--- src/rtl/seqdet_pkg.sv ---
// Shared types and elaboration-time helpers for the serial pattern detector:
// state-index width, KMP next-state/border functions and the default pattern.
package seqdet_pkg;

   localparam logic [3:0] DEFAULT_PATTERN = 4'b1011;
   localparam int         MAX_PAT_W       = 16;

   typedef enum logic [1:0] {
      SEQ_IDLE    = 2'd0,
      SEQ_PARTIAL = 2'd1,
      SEQ_MATCH   = 2'd2
   } seq_phase_e;

   function automatic int state_w(input int pat_w);
      return $clog2(pat_w + 1);
   endfunction

   // Pattern bit i counts from the MSB, i.e. bit 0 is the first bit received.
   function automatic logic pat_bit(input logic [MAX_PAT_W-1:0] pattern,
                                    input int pat_w, input int i);
      return pattern[pat_w-1-i];
   endfunction

   // Longest prefix of the pattern that is a suffix of (prefix k, then b).
   function automatic int seqdet_next(input logic [MAX_PAT_W-1:0] pattern,
                                      input int pat_w, input int k,
                                      input logic b);
      logic [MAX_PAT_W:0] seq;
      int                 result;
      logic               ok;
      seq    = '0;
      result = 0;
      for (int i = 0; i < k; i++) seq[i] = pat_bit(pattern, pat_w, i);
      seq[k] = b;
      for (int j = k + 1; j >= 1; j--) begin
         ok = (j <= pat_w) && (result == 0);
         for (int t = 0; t < j; t++)
            if (pat_bit(pattern, pat_w, t) != seq[k+1-j+t]) ok = 1'b0;
         if (ok) result = j;
      end
      return result;
   endfunction

   // Longest proper border: where a full match resumes when overlapping.
   function automatic int seqdet_border(input logic [MAX_PAT_W-1:0] pattern,
                                        input int pat_w);
      int   result;
      logic ok;
      result = 0;
      for (int j = pat_w - 1; j >= 1; j--) begin
         ok = (result == 0);
         for (int t = 0; t < j; t++)
            if (pattern[pat_w-1-t] != pattern[j-1-t]) ok = 1'b0;
         if (ok) result = j;
      end
      return result;
   endfunction

   function automatic seq_phase_e seqdet_phase(input int idx, input int pat_w);
      if (idx == pat_w) return SEQ_MATCH;
      if (idx == 0)     return SEQ_IDLE;
      return SEQ_PARTIAL;
   endfunction

endpackage

--- src/rtl/seqdet_sat_counter.sv ---
// Saturating up-counter with synchronous active-low clear; holds at all-ones.
module seqdet_sat_counter #(
   parameter int COUNT_W = 8
) (
   input  logic               clk,
   input  logic               reset,
   input  logic               inc,
   output logic [COUNT_W-1:0] count
);

   always_ff @(posedge clk) begin
      if (!reset)
         count <= '0;
      else if (inc && (count != {COUNT_W{1'b1}}))
         count <= count + 1'b1;
   end

endmodule

--- src/rtl/seq_detector_moore.sv ---
// Moore serial pattern detector with elaboration-time KMP next-state table.
// Optional saturating match counter enabled by defining SEQDET_COUNT_EN.
module seq_detector_moore
   import seqdet_pkg::*;
#(
   parameter int             PAT_W   = 4,
   parameter logic [PAT_W-1:0] PATTERN = PAT_W'(DEFAULT_PATTERN),
   parameter bit             OVERLAP = 1'b1,
   parameter int             COUNT_W = 8
) (
   input  logic                      clk,
   input  logic                      reset,
   input  logic                      din,
   input  logic                      din_valid,
   output logic                      dout,
   output logic [state_w(PAT_W)-1:0] state_o
`ifdef SEQDET_COUNT_EN
   ,
   output logic [COUNT_W-1:0]        match_count
`endif
);

   localparam int SW       = state_w(PAT_W);
   localparam int N_IDX    = 2 ** SW;
   localparam int RESUME_K = OVERLAP ? seqdet_border(MAX_PAT_W'(PATTERN), PAT_W) : 0;

   logic [SW-1:0] nxt0 [N_IDX];
   logic [SW-1:0] nxt1 [N_IDX];
   logic [SW-1:0] state;
   logic [SW-1:0] nxt;
   seq_phase_e    phase;

   // Unreachable encodings above PAT_W fall back to S0.
   for (genvar k = 0; k < N_IDX; k++) begin : g_tbl
      localparam int KE = (k == PAT_W) ? RESUME_K : k;
      if (k <= PAT_W) begin : g_live
         localparam logic [SW-1:0] N0 = SW'(seqdet_next(MAX_PAT_W'(PATTERN), PAT_W, KE, 1'b0));
         localparam logic [SW-1:0] N1 = SW'(seqdet_next(MAX_PAT_W'(PATTERN), PAT_W, KE, 1'b1));
         assign nxt0[k] = N0;
         assign nxt1[k] = N1;
      end else begin : g_dead
         assign nxt0[k] = '0;
         assign nxt1[k] = '0;
      end
   end

   always_comb begin
      nxt = din ? nxt1[state] : nxt0[state];
   end

   always_ff @(posedge clk) begin
      if (!reset) begin
         state <= '0;
         phase <= SEQ_IDLE;
      end else if (din_valid) begin
         state <= nxt;
         phase <= seqdet_phase(int'(nxt), PAT_W);
      end
   end

   assign dout    = (phase == SEQ_MATCH);
   assign state_o = state;

`ifdef SEQDET_COUNT_EN
   logic inc;
   assign inc = din_valid && (nxt == SW'(PAT_W));

   seqdet_sat_counter #(
      .COUNT_W (COUNT_W)
   ) u_counter (
      .clk   (clk),
      .reset (reset),
      .inc   (inc),
      .count (match_count)
   );
`endif

endmodule

--- config.mk ---
export PLATFORM = sky130hd
export DESIGN_NAME = seq_detector_moore
export DESIGN_NICKNAME = d
export VERILOG_FILES = /design/src/rtl/seqdet_pkg.sv /design/src/rtl/seqdet_sat_counter.sv /design/src/rtl/seq_detector_moore.sv
export SDC_FILE = /design/constraint.sdc
export NUM_CORES = 1
export LEC_CHECK = 0
export BUFFER_PORTS_ARGS = -buffer_cell sky130_fd_sc_hd__clkbuf_2
export CAP_MARGIN = 10
export CORE_AREA = 10 10 47 49
export CTS_CLUSTER_SIZE = 14
export DETAILED_ROUTE_END_ITERATION = 8
export DIE_AREA = 0 0 57 59
export GPL_TIMING_DRIVEN = 1
export PLACE_DENSITY = 0.49
export SYNTH_ARGS = -nofsm -noshare
export SYNTH_HDL_FRONTEND = slang
export SYNTH_SLANG_ARGS = --single-unit
--- constraint.sdc ---
create_clock -name clk -period 2.77 [get_ports clk]
set_input_delay 0.6925 -clock clk [delete_from_list [all_inputs] [get_ports clk]]
set_output_delay 0.6925 -clock clk [all_outputs]
set_load 0.02 [all_outputs]
==> results_dict.tcl <==
set metrics [dict create \
    path_clk_slew_ps 40 \
    num_vias 255 \
    drt_iter0_drc 1 \
    start_util_pct 19.5 \
    die_h_um 59 \
    cp_max_fo 9 \
    syn_area_um2 273 \
    dpl_cell_area_um2 323 \
    place.gp.congestion 0.678 \
    tightest_slew_ps 299 \
    syn_area_per_cell_um2 9.09 \
    io_pins 8 \
    crit_chain "clkbuf_2" \
    status "finished clean" \
    path_class "reg -> out" \
    drt-wirelength-per-cell_um 10.9 \
    synth-seq-area-share_pct 36.7 \
    drt-pass1-iter-count 2 \
    remaining_drc_errors 0 \
    die_x_um 57 \
    cp_top_family "flip-flops" \
    die_area_um2 3360 \
    htree_levels 1 \
    clk_latency_ps 240 \
    fin_nets 45 \
    globalRouteOverflowTotal 0 \
    power_leakage_uw 0.000136 \
    worst_ep_required_time_ps 2080 \
    wirelength_um 613 \
    synth_seq_cells 5 \
    antenna_cells 0 \
    cpPeakStageDelay_ps 480 \
    rsz0062_at_grt "no" \
    ant_nets 0 \
    fp-row-count 14 \
    area_growth_syn_to_layout_pct 28.0 \
    grt_max_degree 10 \
    syn_inst 30 \
    yosys_warnings 0 \
    core_um2 1400 \
    syn_nets 34 \
    finalSetupViolCount 0 \
    min_path_type "reg -> reg" \
    cp.arrival_ps 960 \
    mostFrequentLayoutCell "clkbuf_2" \
    critPathLaunchType "flip-flop" \
    portBuffers 7 \
    grt_pass1_wl_um 966 \
    mostFrequentLayoutCells "7 x clkbuf_2, 5 x dfxtp_1, 3 x nand2_1, 3 x clkbuf_4" \
    clock.fmax_mhz 606 \
    cts_buffers 3 \
    synth.distinct_cells 20 \
    fin_skew_ps 2.92 \
    finalCritPeriodShare_pct 59.6 \
    maxSlewViolCount 0 \
    cap_violations 0 \
    critPathBufInv 1 \
    ir_drop_mv 0.259 \
    worstSetupEndpointType "output pin" \
    final_hold_viol_count 0 \
    cts_max_path_buffers 2 \
    clkSinkCount 5 \
    grt_pass1_vias 234 \
    grtUsageTotal_pct 3.76 \
    tns_ps 0 \
    cts_resized 0 \
    post_cts_buffers 0 \
    power_density_nw_per_um2 506 \
    ctsHoldBuffers 0 \
    via_per_inst 4.55 \
    antenna_found_initial 0 \
    slowest_stage "dfxtp_1" \
    finalInstanceArea_um2 349 \
    drive_above_1_share_pct 37.5 \
    post-route-min-period_ps 1650 \
    fillers 161 \
    slew_headroom_pct 80.1 \
    cts_tree "built" \
    cts-root-buf "clkbuf_4" \
]
==> worst paths after layout <==
kind | endpoint | slack, ps | depth (start not counted) | start
setup / recovery | state_o[2] | 1120 | 1 | state_o[2]
hold / removal | phase[1] | 480 | 2 | phase[1]
setup reg to reg | phase[1] | 1760 | 3 | state_o[0]
hold reg to reg | phase[1] | 480 | 2 | phase[1]
==> per-layer routing <==
metal  vias up  track usage (%)  wire (µm)
li1        130                -          -
met1       115             4.50        340
met2        10             4.19        195
met3         0             4.72         77
met4         0                0          0
met5         -                0          0
==> registers in the layout, indices dropped and copies added, names as in the netlist <==
register  flops
phase         2
state_o       3
==> final cells by class <==
cell class / instances / area [µm²] / area share, %
Timing Repair Buffer: 7 / 35.0 / 10.0
Inverter: 1 / 3.75 / 1.08
Sequential cell: 5 / 100 / 28.7
Clock buffer: 4 / 26.3 / 7.53
Tap cell: 16 / 20.0 / 5.73
Multi-Input combinational cell: 23 / 164 / 47.0
==> power breakdown <==
part | leakage [µW] | internal [µW] | switching, µW
Sequential | 0.0000407 | 74.6 | 2.98
Clock | 0.0000150 | 54.4 | 28.7
Combinational | 0.0000802 | 7.15 | 8.94
==> metrics by stage <==
stage | setup slack (ps) | std cells | util [%] | total power [µW] | hold slack [ps]
6_report | 1120 | 56 | 24.9 | 177 | 479
3_5_place_dp | 1370 | 52 | 23.0 | 94.9 | 473
2_1_floorplan | 1440 | 30 | - | 88.3 | 450
3_3_place_gp | 1370 | 52 | 23.0 | 95.1 | 477
5_1_grt | 1050 | 56 | 24.9 | 188 | 494
4_1_cts | 1100 | 56 | 24.9 | 181 | 482
==> logic make-up (layout without fill, tap and decap cells) <==
kind of cell	Yosys count	after routing	share of synthesized area [%]
AND/OR/NAND/NOR	14	14	32.6
AO/OA/AOI/OAI	8	8	23.9
flip-flops	5	5	36.7
buffers and inverters	2	12	3.21
adder cells (fa/ha/maj)	1	1	3.67
==> tightest hold or removal path, delay by kind of cell (launching register included) <==
| kind | cells | cell delay [ps] |
|---|---|---|
| compound gates | 1 | 50 |
| flops | 1 | 300 |
| simple gates | 1 | 80 |
==> synthesized netlist by cell type <==
| library cell | instances | area (µm²) |
|---|---|---|
| o31a_2 | 1 | 10.0 |
| o32ai_1 | 1 | 8.76 |
| nor2b_2 | 1 | 8.76 |
| nor3b_1 | 1 | 7.51 |
| inv_1 | 1 | 3.75 |
| maj3_1 | 1 | 10.0 |
| nand3b_1 | 1 | 7.51 |
| nor3_1 | 1 | 5.00 |
| a21oi_1 | 1 | 5.00 |
| nand2b_1 | 1 | 6.26 |
| o21ai_1 | 2 | 10.0 |
| or2b_1 | 1 | 7.51 |
| buf_2 | 1 | 5.00 |
| nand2_1 | 3 | 11.3 |
| nor2b_1 | 2 | 12.5 |
| dfxtp_1 | 5 | 100 |
| o2111ai_1 | 1 | 8.76 |
| nand3_1 | 2 | 10.0 |
| nand4_2 | 1 | 12.5 |
| a21boi_2 | 2 | 22.5 |
Note: power is estimated with default switching activity, not from simulation.
